File: config.mk
export PLATFORM = sky130hd
export DESIGN_NAME = ctrl_seq
export DESIGN_NICKNAME = d
export VERILOG_FILES = /design/src/rtl/ctrl_pkg.sv /design/src/rtl/ctrl_decode.sv /design/src/rtl/ctrl_seq.sv
export SDC_FILE = /design/constraint.sdc
export NUM_CORES = 1
export LEC_CHECK = 0
export CORE_ASPECT_RATIO = 0.6
export CORE_MARGIN = 4
export CORE_UTILIZATION = 47
export CTS_BUF_LIST = sky130_fd_sc_hd__clkbuf_4 sky130_fd_sc_hd__clkbuf_8
export DETAILED_ROUTE_END_ITERATION = 12
export GPL_TIMING_DRIVEN = 0
export PLACE_DENSITY = 0.87
export SLEW_MARGIN = 20
export SYNTH_ARGS = -nofsm -noshare
export SYNTH_HDL_FRONTEND = slang
export SYNTH_SLANG_ARGS = --single-unit
File: constraint.sdc
create_clock -name clk -period 2.5 [get_ports clk]
set_clock_uncertainty 0.05 [all_clocks]
set_input_delay 0.375 -clock clk [delete_from_list [all_inputs] [get_ports clk]]
set_output_delay 0.375 -clock clk [all_outputs]
set_load 0.01 [all_outputs]
File: src/rtl/ctrl_pkg.sv
// Shared types and constants for the control sequencer.
// Optional feature macro: CTRL_ILLEGAL_EN (enables illegal-instruction flagging).
package ctrl_pkg;

  typedef enum logic [3:0] {
    ALU_AND   = 4'b0000,
    ALU_OR    = 4'b0001,
    ALU_XOR   = 4'b0010,
    ALU_ADD   = 4'b0011,
    ALU_SUB   = 4'b0100,
    ALU_MUL   = 4'b0101,
    ALU_MULH  = 4'b0110,
    ALU_MULHU = 4'b0111,
    ALU_SLL   = 4'b1000,
    ALU_SRL   = 4'b1001,
    ALU_SRA   = 4'b1010,
    ALU_SLT   = 4'b1100,
    ALU_SLTU  = 4'b1101
  } aluop_t;

  localparam logic [1:0] REGSEL_IO   = 2'b00;
  localparam logic [1:0] REGSEL_UIMM = 2'b01;
  localparam logic [1:0] REGSEL_ALU  = 2'b10;

  localparam logic [6:0] OP_R   = 7'h33;
  localparam logic [6:0] OP_I   = 7'h13;
  localparam logic [6:0] OP_LUI = 7'h37;
  localparam logic [6:0] OP_SYS = 7'h73;

  localparam logic [2:0] F3_CSRRW = 3'b001;

  localparam logic [11:0] HEX_BASE = 12'hF02;

  typedef enum logic [1:0] {
    ST_IDLE,
    ST_HOLD,
    ST_MULWAIT
  } state_t;

`ifdef CTRL_ILLEGAL_EN
  localparam bit ILLEGAL_EN = 1'b1;
`else
  localparam bit ILLEGAL_EN = 1'b0;
`endif

  // Multiply-class ops are the ones that need the extra MULWAIT hold time.
  function automatic logic is_mul_op(input logic [3:0] op);
    return (op == ALU_MUL) || (op == ALU_MULH) || (op == ALU_MULHU);
  endfunction

endpackage

File: src/rtl/ctrl_decode.sv
// Combinational instruction decoder producing one control word.
// Optional feature macro: CTRL_ILLEGAL_EN (via ctrl_pkg::ILLEGAL_EN).
module ctrl_decode
  import ctrl_pkg::*;
#(
  parameter int NHEX = 1
) (
  input  logic [6:0]      opcode,
  input  logic [2:0]      funct3,
  input  logic [6:0]      funct7,
  input  logic [11:0]     csr,
  output logic [3:0]      aluop,
  output logic [1:0]      regsel,
  output logic            alusrc,
  output logic            regwe,
  output logic [NHEX-1:0] hexwe,
  output logic            illegal,
  output logic            is_mul
);

  logic [NHEX-1:0] hex_sel;
  logic            hex_hit;
  logic            csr_unmapped;
  logic            r_known;
  aluop_t          r_op;
  aluop_t          i_op;

  // One comparator per HEX channel; at most one can match.
  generate
    for (genvar gi = 0; gi < NHEX; gi++) begin : g_hex
      assign hex_sel[gi] = (csr == HEX_BASE + 12'(gi));
    end
  endgenerate

  assign hex_hit      = |hex_sel;
  assign csr_unmapped = (csr[11:8] == 4'hF) && (csr >= HEX_BASE + 12'(NHEX));

  // R-type op from {funct7, funct3}; unmatched combos fall back to mulhu.
  always_comb begin
    r_op    = ALU_MULHU;
    r_known = 1'b1;
    case ({funct7, funct3})
      {7'h00, 3'b000}: r_op = ALU_ADD;
      {7'h20, 3'b000}: r_op = ALU_SUB;
      {7'h01, 3'b000}: r_op = ALU_MUL;
      {7'h00, 3'b001}: r_op = ALU_SLL;
      {7'h01, 3'b001}: r_op = ALU_MULH;
      {7'h00, 3'b010}: r_op = ALU_SLT;
      {7'h00, 3'b011}: r_op = ALU_SLTU;
      {7'h01, 3'b011}: r_op = ALU_MULHU;
      {7'h00, 3'b100}: r_op = ALU_XOR;
      {7'h00, 3'b101}: r_op = ALU_SRL;
      {7'h20, 3'b101}: r_op = ALU_SRA;
      {7'h00, 3'b110}: r_op = ALU_OR;
      {7'h00, 3'b111}: r_op = ALU_AND;
      default:         r_known = 1'b0;
    endcase
  end

  // I-type op from funct3; funct7 only distinguishes srai from srli.
  always_comb begin
    i_op = ALU_ADD;
    case (funct3)
      3'b000: i_op = ALU_ADD;
      3'b001: i_op = ALU_SLL;
      3'b010: i_op = ALU_SLT;
      3'b011: i_op = ALU_SLTU;
      3'b100: i_op = ALU_XOR;
      3'b101: i_op = funct7[5] ? ALU_SRA : ALU_SRL;
      3'b110: i_op = ALU_OR;
      3'b111: i_op = ALU_AND;
    endcase
  end

  // Assemble the control word; anything unrecognised becomes a no-op.
  always_comb begin
    aluop   = ALU_AND;
    regsel  = REGSEL_UIMM;
    alusrc  = 1'b0;
    regwe   = 1'b0;
    hexwe   = '0;
    illegal = 1'b0;
    case (opcode)
      OP_R: begin
        regsel = REGSEL_ALU;
        aluop  = r_op;
        regwe  = 1'b1;
        if (ILLEGAL_EN && !r_known) begin
          aluop   = ALU_AND;
          regwe   = 1'b0;
          illegal = 1'b1;
        end
      end
      OP_I: begin
        regsel = REGSEL_ALU;
        alusrc = 1'b1;
        aluop  = i_op;
        regwe  = 1'b1;
      end
      OP_LUI: begin
        regsel = REGSEL_UIMM;
        alusrc = 1'b1;
        aluop  = ALU_AND;
        regwe  = 1'b1;
      end
      OP_SYS: begin
        if (funct3 == F3_CSRRW) begin
          regsel = REGSEL_IO;
          if (hex_hit) begin
            hexwe = hex_sel;
          end else if (ILLEGAL_EN && csr_unmapped) begin
            illegal = 1'b1;
          end else begin
            regwe = 1'b1;
          end
        end else begin
          illegal = ILLEGAL_EN;
        end
      end
      default: illegal = ILLEGAL_EN;
    endcase
  end

  assign is_mul = is_mul_op(aluop);

endmodule

File: src/rtl/ctrl_seq.sv
// Control sequencer: accepts instruction fields, holds multiply ops for
// MUL_LAT cycles, and presents a registered control word with valid/ready.
// Optional feature macro: CTRL_ILLEGAL_EN (drives the illegal output).
module ctrl_seq
  import ctrl_pkg::*;
#(
  parameter int NHEX    = 1,
  parameter int MUL_LAT = 2
) (
  input  logic            clk,
  input  logic            rst,
  input  logic            in_valid,
  output logic            in_ready,
  input  logic [6:0]      opcode,
  input  logic [2:0]      funct3,
  input  logic [6:0]      funct7,
  input  logic [11:0]     csr,
  output logic            out_valid,
  input  logic            out_ready,
  output logic [3:0]      aluop,
  output logic [1:0]      regsel,
  output logic            alusrc,
  output logic            regwe,
  output logic [NHEX-1:0] hexwe,
  output logic            illegal
);

  localparam logic [3:0] CNT_LOAD = 4'(MUL_LAT - 1);

  state_t          state_reg;
  logic [3:0]      cnt_reg;
  logic            out_valid_reg;
  logic [3:0]      aluop_reg;
  logic [1:0]      regsel_reg;
  logic            alusrc_reg;
  logic            regwe_reg;
  logic [NHEX-1:0] hexwe_reg;
  logic            illegal_reg;

  logic [3:0]      dec_aluop;
  logic [1:0]      dec_regsel;
  logic            dec_alusrc;
  logic            dec_regwe;
  logic [NHEX-1:0] dec_hexwe;
  logic            dec_illegal;
  logic            dec_is_mul;
  logic            accept;

  ctrl_decode #(.NHEX(NHEX)) u_decode (
    .opcode  (opcode),
    .funct3  (funct3),
    .funct7  (funct7),
    .csr     (csr),
    .aluop   (dec_aluop),
    .regsel  (dec_regsel),
    .alusrc  (dec_alusrc),
    .regwe   (dec_regwe),
    .hexwe   (dec_hexwe),
    .illegal (dec_illegal),
    .is_mul  (dec_is_mul)
  );

  // Ready depends on state; in HOLD a new word may enter only as the old one leaves.
  always_comb begin
    in_ready = 1'b0;
    if (!rst) begin
      case (state_reg)
        ST_IDLE: in_ready = 1'b1;
        ST_HOLD: in_ready = out_ready;
        default: in_ready = 1'b0;
      endcase
    end
  end

  assign accept = in_valid && in_ready;

  // State machine, multiply countdown and control-word registers.
  always_ff @(posedge clk) begin
    if (rst) begin
      state_reg     <= ST_IDLE;
      cnt_reg       <= 4'd0;
      out_valid_reg <= 1'b0;
      aluop_reg     <= ALU_AND;
      regsel_reg    <= REGSEL_UIMM;
      alusrc_reg    <= 1'b0;
      regwe_reg     <= 1'b0;
      hexwe_reg     <= '0;
      illegal_reg   <= 1'b0;
    end else begin
      if (accept) begin
        aluop_reg   <= dec_aluop;
        regsel_reg  <= dec_regsel;
        alusrc_reg  <= dec_alusrc;
        regwe_reg   <= dec_regwe;
        hexwe_reg   <= dec_hexwe;
        illegal_reg <= dec_illegal;
      end
      case (state_reg)
        ST_IDLE, ST_HOLD: begin
          if (accept) begin
            if (dec_is_mul) begin
              state_reg     <= ST_MULWAIT;
              cnt_reg       <= CNT_LOAD;
              out_valid_reg <= 1'b0;
            end else begin
              state_reg     <= ST_HOLD;
              out_valid_reg <= 1'b1;
            end
          end else if ((state_reg == ST_HOLD) && out_ready) begin
            state_reg     <= ST_IDLE;
            out_valid_reg <= 1'b0;
          end
        end
        ST_MULWAIT: begin
          if (cnt_reg == 4'd0) begin
            state_reg     <= ST_HOLD;
            out_valid_reg <= 1'b1;
          end else begin
            cnt_reg <= cnt_reg - 4'd1;
          end
        end
        default: begin
          state_reg     <= ST_IDLE;
          out_valid_reg <= 1'b0;
        end
      endcase
    end
  end

  assign out_valid = out_valid_reg;
  assign aluop     = aluop_reg;
  assign regsel    = regsel_reg;
  assign alusrc    = alusrc_reg;
  // Write enables only ever appear alongside a valid word.
  assign regwe     = out_valid_reg & regwe_reg;
  assign hexwe     = {NHEX{out_valid_reg}} & hexwe_reg;
  assign illegal   = ILLEGAL_EN & out_valid_reg & illegal_reg;

endmodule
## Yosys cells after proc, flatten, opt, wreduce, memory -nomap -nowiden

Index checks and enable logic that the tools add are counted.

| word-level totals | value |
|---|---|
| flip-flop bits (word level) | 16 |
| input bits | 33 |
| logic and storage cells | 88 |

| operators by class | value |
|---|---|
| $add $sub $neg | 1 |
| equal/unequal tests | 33 |
| mux-type cells | 29 |
| bitwise gates (word level) | 2 |
| reductions and logical operators | 15 |

Operator list:

| kind | number |
|---|---|
| 4-bit one-hot mux with 12 select lines | 1 |
| 10-bit by 3-bit == test with 1-bit output (second input constant) | 4 |
| 4-bit one-hot mux with 8 select lines | 1 |
| 10-bit by 2-bit == test with 1-bit output (second input constant) | 2 |
| 10-bit by 4-bit == test with 1-bit output (second input constant) | 2 |
| 10-bit by 9-bit == test with 1-bit output (second input constant) | 2 |
| 4-bit one-hot mux with 2 select lines | 2 |
| 7-bit by 6-bit == test with 1-bit output (second input constant) | 2 |
| 12-bit == test (second input constant) | 1 |
| 3-bit == test (second input constant) | 4 |
| 4-bit by 3-bit == test with 1-bit output (second input constant) | 3 |
| 1-bit two-way mux | 12 |
| 4-bit two-way mux | 3 |
| 10-bit by 1-bit == test with 1-bit output (second input constant) | 1 |
| 10-bit zero test | 1 |
| 2-bit two-way mux | 5 |
| 2-bit inequality test (second input constant) | 4 |
| 2-bit one-hot mux with 2 select lines | 2 |
| 7-bit by 5-bit == test with 1-bit output (second input constant) | 1 |
| 7-bit == test (second input constant) | 1 |
| 3-bit by 2-bit == test with 1-bit output (second input constant) | 2 |
| 1-bit one-hot mux with 2 select lines | 3 |
| 2-bit OR reduction | 3 |
| 4-bit zero test | 1 |
| other kinds (14) | 17 |

## Longest topological paths before layout

Gate-level depths: netlist (run 1).

| logic depth | value |
|---|---|
| depth in word-level cells | 9 |
| mapped depth | 7 |
| gate-level depth less buffers | 6 |

## Modules after synthesis

Synthesis (run 1) repeated with hierarchy kept, for this count alone.

| unflattened totals | value |
|---|---|
| cell total of the unflattened synthesis | 145 |
| area total of the unflattened synthesis | 1280.0 um^2 |

By module, submodules not included:

| module | instances | cells each | area each (um^2) |
|---|---|---|---|
| ctrl_seq | 1 | 69 | 740.7 |
| ctrl_decode | 1 | 76 | 539.3 |

## Worst setup path after synthesis (run 1)

No wires, ideal clock.

| timing | value |
|---|---|
| kind | input-to-reg |
| start point | input port opcode[5] |
| end point | register cnt_reg[0] |
| arrival time | 1.654 ns |
| path slack | 0.677 ns |
| cell stages on the path | 7 |
| path buffers | 1 |
| path through | buf_4 > and3b_1 > a221o_1 > a21oi_2 > o211ai_2 > and2_4 > o31a_1 |

| on the way | value |
|---|---|
| cells in the longest elaborated chain, start to end | 7 |

Ends and longest elaborated chain:

| what | line | RTL |
|---|---|---|
| start: declaration | ctrl_seq.sv:14 | `input logic [6:0] opcode,` |
| 7-bit by 5-bit == test with 1-bit output or 7-bit by 6-bit == test with 1-bit output (tied branches) | ctrl_decode.sv:83 | `case (opcode)` |
| 4-bit one-hot mux with 2 select lines * | ctrl_decode.sv:83 |  |
| 4-bit by 3-bit == test with 1-bit output | ctrl_pkg.sv:48 | `return (op == ALU_MUL) \|\| (op == ALU_MULH) \|\| (op == ALU_MULHU);` |
| 1-bit logical OR | ctrl_pkg.sv:48 |  |
| 1-bit logical OR * | ctrl_pkg.sv:48 |  |
| 2-bit inequality test (no line) * | - |  |
| 4-bit AND reduction (no line) * | - |  |
| end signal: assignment | ctrl_seq.sv:119 | `cnt_reg <= cnt_reg - 4'd1;` |
| end: declaration | ctrl_seq.sv:31 | `logic [3:0] cnt_reg;` |

Every way passes the cells marked *; elsewhere a longest branch is shown, timed or not.
A chain may end at the register's enable or synchronous reset.

## Worst setup path in the final report (run 1)

| timing | value |
|---|---|
| start point | input port rst |
| end point | output port in_ready |

| on the way | value |
|---|---|
| cells in the longest elaborated chain, start to end | 1 |

Ends and longest elaborated chain:

| what | line | RTL |
|---|---|---|
| start: declaration | ctrl_seq.sv:11 | `input logic rst,` |
| 1-bit two-way mux | ctrl_seq.sv:66 | `if (!rst) begin` |
| end: declaration | ctrl_seq.sv:13 | `output logic in_ready,` |

Every way passes these cells.

==> results of run 1 <==
[cell type report]
| type | count | area [um^2] |
|---|---|---|
| tap | 28 | 35.0 |
| multi-input combinational | 98 | 671 |
| buffer | 8 | 52.6 |
| sequential | 15 | 300 |
| inverter | 6 | 22.5 |
| fill | 143 | 462 |
| timing repair buffer | 39 | 390 |
| clock buffer | 4 | 48.8 |
[worst register-to-register path, delay by kind of cell, from the launching register on]
family | cells | cell delay (ns)
AND/OR/NAND/NOR | 4 | 0.90
AO/OA/AOI/OAI | 2 | 0.40
flip-flops | 1 | 0.34
[logic make-up after synthesis]
logic type | Yosys count
compound gates | 39
xor+xnor | 4
fa+ha+maj | 2
buf+inv | 14
flops | 15
other cells | 1
simple gates | 52
[routing by layer]
metal	vias up	part of all wire, %	track usage [%]
met5	-	0	0
met4	0	1.1	6.20
met3	8	12	6.09
met2	75	43	32.8
met1	514	43	24.2
li1	554	-	-
[cells in the mapped netlist (2+ instances only)]
master    instances  share of area [%]
a21oi_1           9                4.3
and2_1            3                1.8
buf_4             6                4.3
clkbuf_1          2               0.72
dfxtp_1          15                 29
ha_1              2                2.4
inv_1             6                2.2
nand2_1           8                2.9
nand2b_1          6                3.6
nand3b_1          7                5.0
nand4b_1          2                1.7
nor2_1            7                2.5
nor3_1            2               0.96
nor3b_1           2                1.4
nor4_1            2                1.2
nor4b_1           2                1.7
o211ai_1          2                1.4
o21ai_0          14                6.7
o31ai_1           2                1.4
xor2_1            3                2.5
[power groups by stage]
| stage | clock network, W | registers, W | logic, W |
|---|---|---|---|
| after floorplan | 0 | 0.000251 | 0.0000567 |
| after global placement | 0 | 0.000249 | 0.000121 |
| after detailed placement | 0 | 0.000250 | 0.000124 |
| after CTS | 0.000213 | 0.000244 | 0.000124 |
| after global routing | 0.000224 | 0.000245 | 0.000136 |
| final | 0.000211 | 0.000244 | 0.000126 |
[layout by cell type (no fill, tap or decap), types with 2 or more instances in the layout]
cell type        count
nor3b_1              2
buf_4                6
nand3b_1             7
nand4b_1             2
o31ai_1              2
nor4_1               2
xor2_1               3
ha_1                 2
a21oi_1              9
inv_1                6
o211ai_1             2
and2_1               3
o21ai_0             14
nand2_1              8
nand2b_1             6
dfxtp_1             15
nor2_1               7
nor4b_1              2
clkbuf_1             2
nor3_1               2
clkbuf_8             3
clkdlybuf4s50_1     39
[final timing paths]
| check | depth (start not counted) | from | slack, ns | to |
|---|---|---|---|---|
| setup / recovery | 3 | rst | 0.16 | in_ready |
| hold / removal | 2 | aluop[3]$_SDFFE_PP0P_ | 0.45 | aluop[3]$_SDFFE_PP0P_ |
| setup reg to reg | 6 | out_valid$_SDFFE_PP0P_ | 0.70 | cnt_reg[0]$_SDFFE_PP0P_ |
| hold reg to reg | 2 | aluop[3]$_SDFFE_PP0P_ | 0.45 | aluop[3]$_SDFFE_PP0P_ |
[metrics by stage]
stage	hold WS (ns)	std cells	power, W	setup slack, ns
2_1_floorplan	0.398	127	0.000307	0.677
3_3_place_gp	0.415	194	0.000370	0.149
3_5_place_dp	0.436	194	0.000373	0.0804
4_1_cts	0.456	198	0.000582	0.158
5_1_grt	0.479	198	0.000605	0.0872
6_report	0.450	198	0.000581	0.158
==> flow_summary.yaml, run 1 <==
synth:
  synth_fa_ha_area_share_pct: 2.39
  avgSynthCellArea_um2: 8.24
  ys_async_sr_fraction_pct: 0
  synth_xor_area_share_pct: 3.35
  synth_top_family_by_area: "simple AND/OR/NAND/NOR gates"
  synth-edff-count: 0
  synthCells: 127
  syn_area_um2: 1050
  synthSimpleGateAreaFrac_pct: 31.9
  synth_cell_types: 45
  synth_compound_area_share_pct: 26.1
  yosys_warnings: 0
  synth-seq-area-share_pct: 28.7
  synthesis.nets: 162
  muxShareOfSynthArea_pct: 0
  ys_seq_elements: 15
  synthFlopType: "dfxtp_1"
pwr:
  share_seq_of_total_power_pct: 42.0
  internal_power_w: 0.000439
  cellPowerDensity_nw_per_um2: 382
  vdd_ir_drop_max_v: 0.000314
  p_switching_w: 0.000142
  leakage_nw: 0.543
  p_comb_share_pct: 21.6
  swShare_pct: 24.5
  power_frac_clock_pct: 36.3
clock_tree:
  cts_buffers: 3
  cts_buffer_depth: 2
  cts.sinks: 15
  postCtsHoldBufs: 0
  clk_latency_ns: 0.25
  path_clk_slew_ns: 0.06
  root_buffer: "clkbuf_8"
  cts_tree: "built"
  ctsResizeCount: 0
  cts-htree-levels: 1
  cts_setup_buffers: 0
timing:
  slew_headroom_pct: 64.2
  fin_crit_sh_pct: 93.7
  rsz0062_at_grt: "no"
  min_period_ns: 2.34
  drv_slew: 0
  setup-tns-final_ns: 0
  worst_pin_slew_ns: 0.532
  finalSetupViolations: 0
  fmax_ghz: 0.427
  hold_viol: 0
setup_path:
  cp_common_cell: "clkdlybuf4s50_1"
  path_cells: "clkdlybuf4s50_1 -> nor3b_1 -> clkdlybuf4s50_1"
  cp.arrival_ns: 1.92
  critPathMaxFanout: 7
  path_buf_inv: 2
  critPathRequiredTime_ns: 2.08
  startpoint_type: "input pin"
  crit_path_top_delay_cell: "clkdlybuf4s50_1"
  worstSetupEndpointType: "output pin"
  crit_path_max_incr_delay_ns: 0.61
  crit_type: "input pin to output pin"
  path_delay_family: "buffers and inverters"
detailed_routing:
  vias: 1151
  finalWirelength_mm: 2.99
  ant_nets: 0
  avgRoutedWirePerCell_um: 15.1
  first_pass_iters: 4
  via_per_inst: 5.81
  drtIter0Drc: 64
  drc: 0
layout:
  final_cell_area_um2: 1520
  diodes: 0
  area_growth_pct: 45.3
  layout-drive-gt1-share_pct: 11.2
  final_nets: 206
  final_util_pct: 76.7
placed_design:
  gpl.final_weighted_congestion: 0.871
  dpl.hpwl_mm: 2.36
  numPortBuffers: 39
  postPlaceCellArea_um2: 1470
floorplan:
  start_util_pct: 52.8
  core-area_um2: 1980
  row_count: 12
  ios: 45
  die-area_um2: 3070
  die_width_um: 68.9
  fp.dieH_um: 44.5
grt:
  first_global_vias: 1047
  grt.total_usage_pct: 19.7
  grt_pass1_wl_mm: 4.53
  antenna_found_initial: 0
  gr-total-overflow: 0
  grt_max_degree: 11
hold_path:
  hold_path_class: "flop to flop"
flow_run:
  drv_cap: 0
outcome:
  status: "complete, no violations"
No activity file was read; power rests on OpenSTA's default activity.
==> run 2, diff against run 1 <==
CTS_BUF_LIST = sky130_fd_sc_hd__clkbuf_4   (was sky130_fd_sc_hd__clkbuf_4 sky130_fd_sc_hd__clkbuf_8)
SLEW_MARGIN = not set   (was 20)
==> run 2 against run 1 <==
Effect of this change:
- critical path depth did not move
- sequential share of layout area rose by 0.25 points
- first-iteration DRC count fell by 3.1%
- via count fell by 0.17%
- flip-flop and latch count did not move
- worst hold slack got worse by 0.0096 ns
- routed wire length did not move
- sequential power barely moved
- register-to-register slack got worse by 0.03 ns
- final cell count did not move
- global-route usage fell by 0.26 points
- total power fell by 9.4%
- largest power group unchanged
==> flow_summary.yaml, run 2 (synthesis gave the netlist of run 1 again) <==
clock_tree:
  cts.sinks: 15
  ctsResizeCount: 0
  postCtsHoldBufs: 0
  path_clk_slew_ns: 0.10
  clk_latency_ns: 0.29
  cts-htree-levels: 1
  cts_tree: "built"
  cts_setup_buffers: 0
  cts_buffer_depth: 2
  cts_buffers: 3
  root_buffer: "clkbuf_4"
detailed_routing:
  drc: 0
  first_pass_iters: 4
  avgRoutedWirePerCell_um: 15.1
  via_per_inst: 5.80
  vias: 1149
  ant_nets: 0
  drtIter0Drc: 62
  finalWirelength_mm: 2.99
pwr:
  cellPowerDensity_nw_per_um2: 350
  vdd_ir_drop_max_v: 0.000269
  leakage_nw: 0.535
floorplan:
  row_count: 12
  core-area_um2: 1980
  die-area_um2: 3070
  ios: 45
  start_util_pct: 52.8
  die_width_um: 68.9
  fp.dieH_um: 44.5
setup_path:
  path_cells: "clkdlybuf4s50_1 -> nor3b_1 -> clkdlybuf4s50_1"
  critPathRequiredTime_ns: 2.08
  startpoint_type: "input pin"
  worstSetupEndpointType: "output pin"
  path_delay_family: "buffers and inverters"
  path_buf_inv: 2
  critPathMaxFanout: 7
  crit_type: "input pin to output pin"
  cp_common_cell: "clkdlybuf4s50_1"
  crit_path_top_delay_cell: "clkdlybuf4s50_1"
  crit_path_max_incr_delay_ns: 0.61
  cp.arrival_ns: 1.92
layout:
  layout_common_cells: "clkdlybuf4s50_1, dfxtp_1, o21ai_0"
  seqCellArea_um2: 300
  diodes: 0
  final_nets: 206
  area_growth_pct: 43.5
  layout-drive-gt1-share_pct: 11.2
  mostFrequentLayoutCell: "clkdlybuf4s50_1"
  multiInputGateArea_um2: 671
  fill_cells: 148
timing:
  fmax_ghz: 0.427
  setup-tns-final_ns: 0
  slew_headroom_pct: 65.1
  fin_crit_sh_pct: 93.7
  drv_slew: 0
  finalSetupViolations: 0
  postLayoutSetupSlackWorst_ns: 0.156
  hold_viol: 0
  rsz0062_at_grt: "no"
  min_period_ns: 2.34
  worst_pin_slew_ns: 0.518
  hold_ws_ns: 0.440
grt:
  antenna_found_initial: 0
  grt_pass1_wl_mm: 4.47
  grt_max_degree: 11
  grt.total_usage_pct: 19.4
  gr-total-overflow: 0
  first_global_vias: 1045
outcome:
  status: "complete, no violations"
placed_design:
  dpl.hpwl_mm: 2.36
  numPortBuffers: 39
  pre_cts_slack_ns: 0.0804
  gpl.final_weighted_congestion: 0.871
hold_path:
  hold_path_class: "input pin to flop"
flow_run:
  drv_cap: 0
run 2: cell count changes in the layout (fill, tap and decap cells not counted):
cell,change
clkbuf_4,+3
clkbuf_8,-3
run 2: routing by layer:
metal | track usage (%) | part of all wire [%] | vias to the layer above
met4 | 6.20 | 1.7 | 0
met2 | 32.4 | 43 | 73
met1 | 23.8 | 43 | 513
met3 | 6.09 | 13 | 11
met5 | 0 | 0 | -
li1 | - | - | 552
run 2: path summary, 6_finish.rpt:
kind	slack, ns	to	startpoint	cells past startpoint
min reg2reg	0.46	regsel[1]$_SDFFE_PP0P_	regsel[1]$_SDFFE_PP0P_	2
min	0.44	aluop[0]$_SDFFE_PP0P_	opcode[5]	3
max reg2reg	0.67	cnt_reg[0]$_SDFFE_PP0P_	out_valid$_SDFFE_PP0P_	6
max	0.16	in_ready	rst	3
run 2: tightest hold or removal path: cells and delay by family:
| kind | cells | cell delay [ns] |
|---|---|---|
| AO/OA/AOI/OAI | 2 | 0.23 |
| buffers and inverters | 1 | 0.15 |
run 2: area by class of cell:
class,instances,area share [%]
Buffer,8,3.50
Clock buffer,4,2.00
Inverter,6,1.50
Multi-Input combinational cell,98,44.7
Sequential cell,15,20.0
Tap cell,28,2.33
Timing Repair Buffer,39,26.0
run 2: power by group:
part           switching, W  internal, W
Clock             0.0000834    0.0000729
Sequential       0.00000203     0.000242
Combinational     0.0000530    0.0000729
run 2: stage by stage:
| stage | std cells | util [%] | cell area [um^2] | power [W] |
|---|---|---|---|---|
| after floorplan | 127 | - | 1050 | 0.000307 |
| after CTS | 198 | 75.8 | 1500 | 0.000525 |
| final | 198 | 75.8 | 1500 | 0.000526 |
| after global placement | 194 | 74.2 | 1470 | 0.000370 |
| after global routing | 198 | 75.8 | 1500 | 0.000548 |
| after detailed placement | 194 | 74.2 | 1470 | 0.000373 |
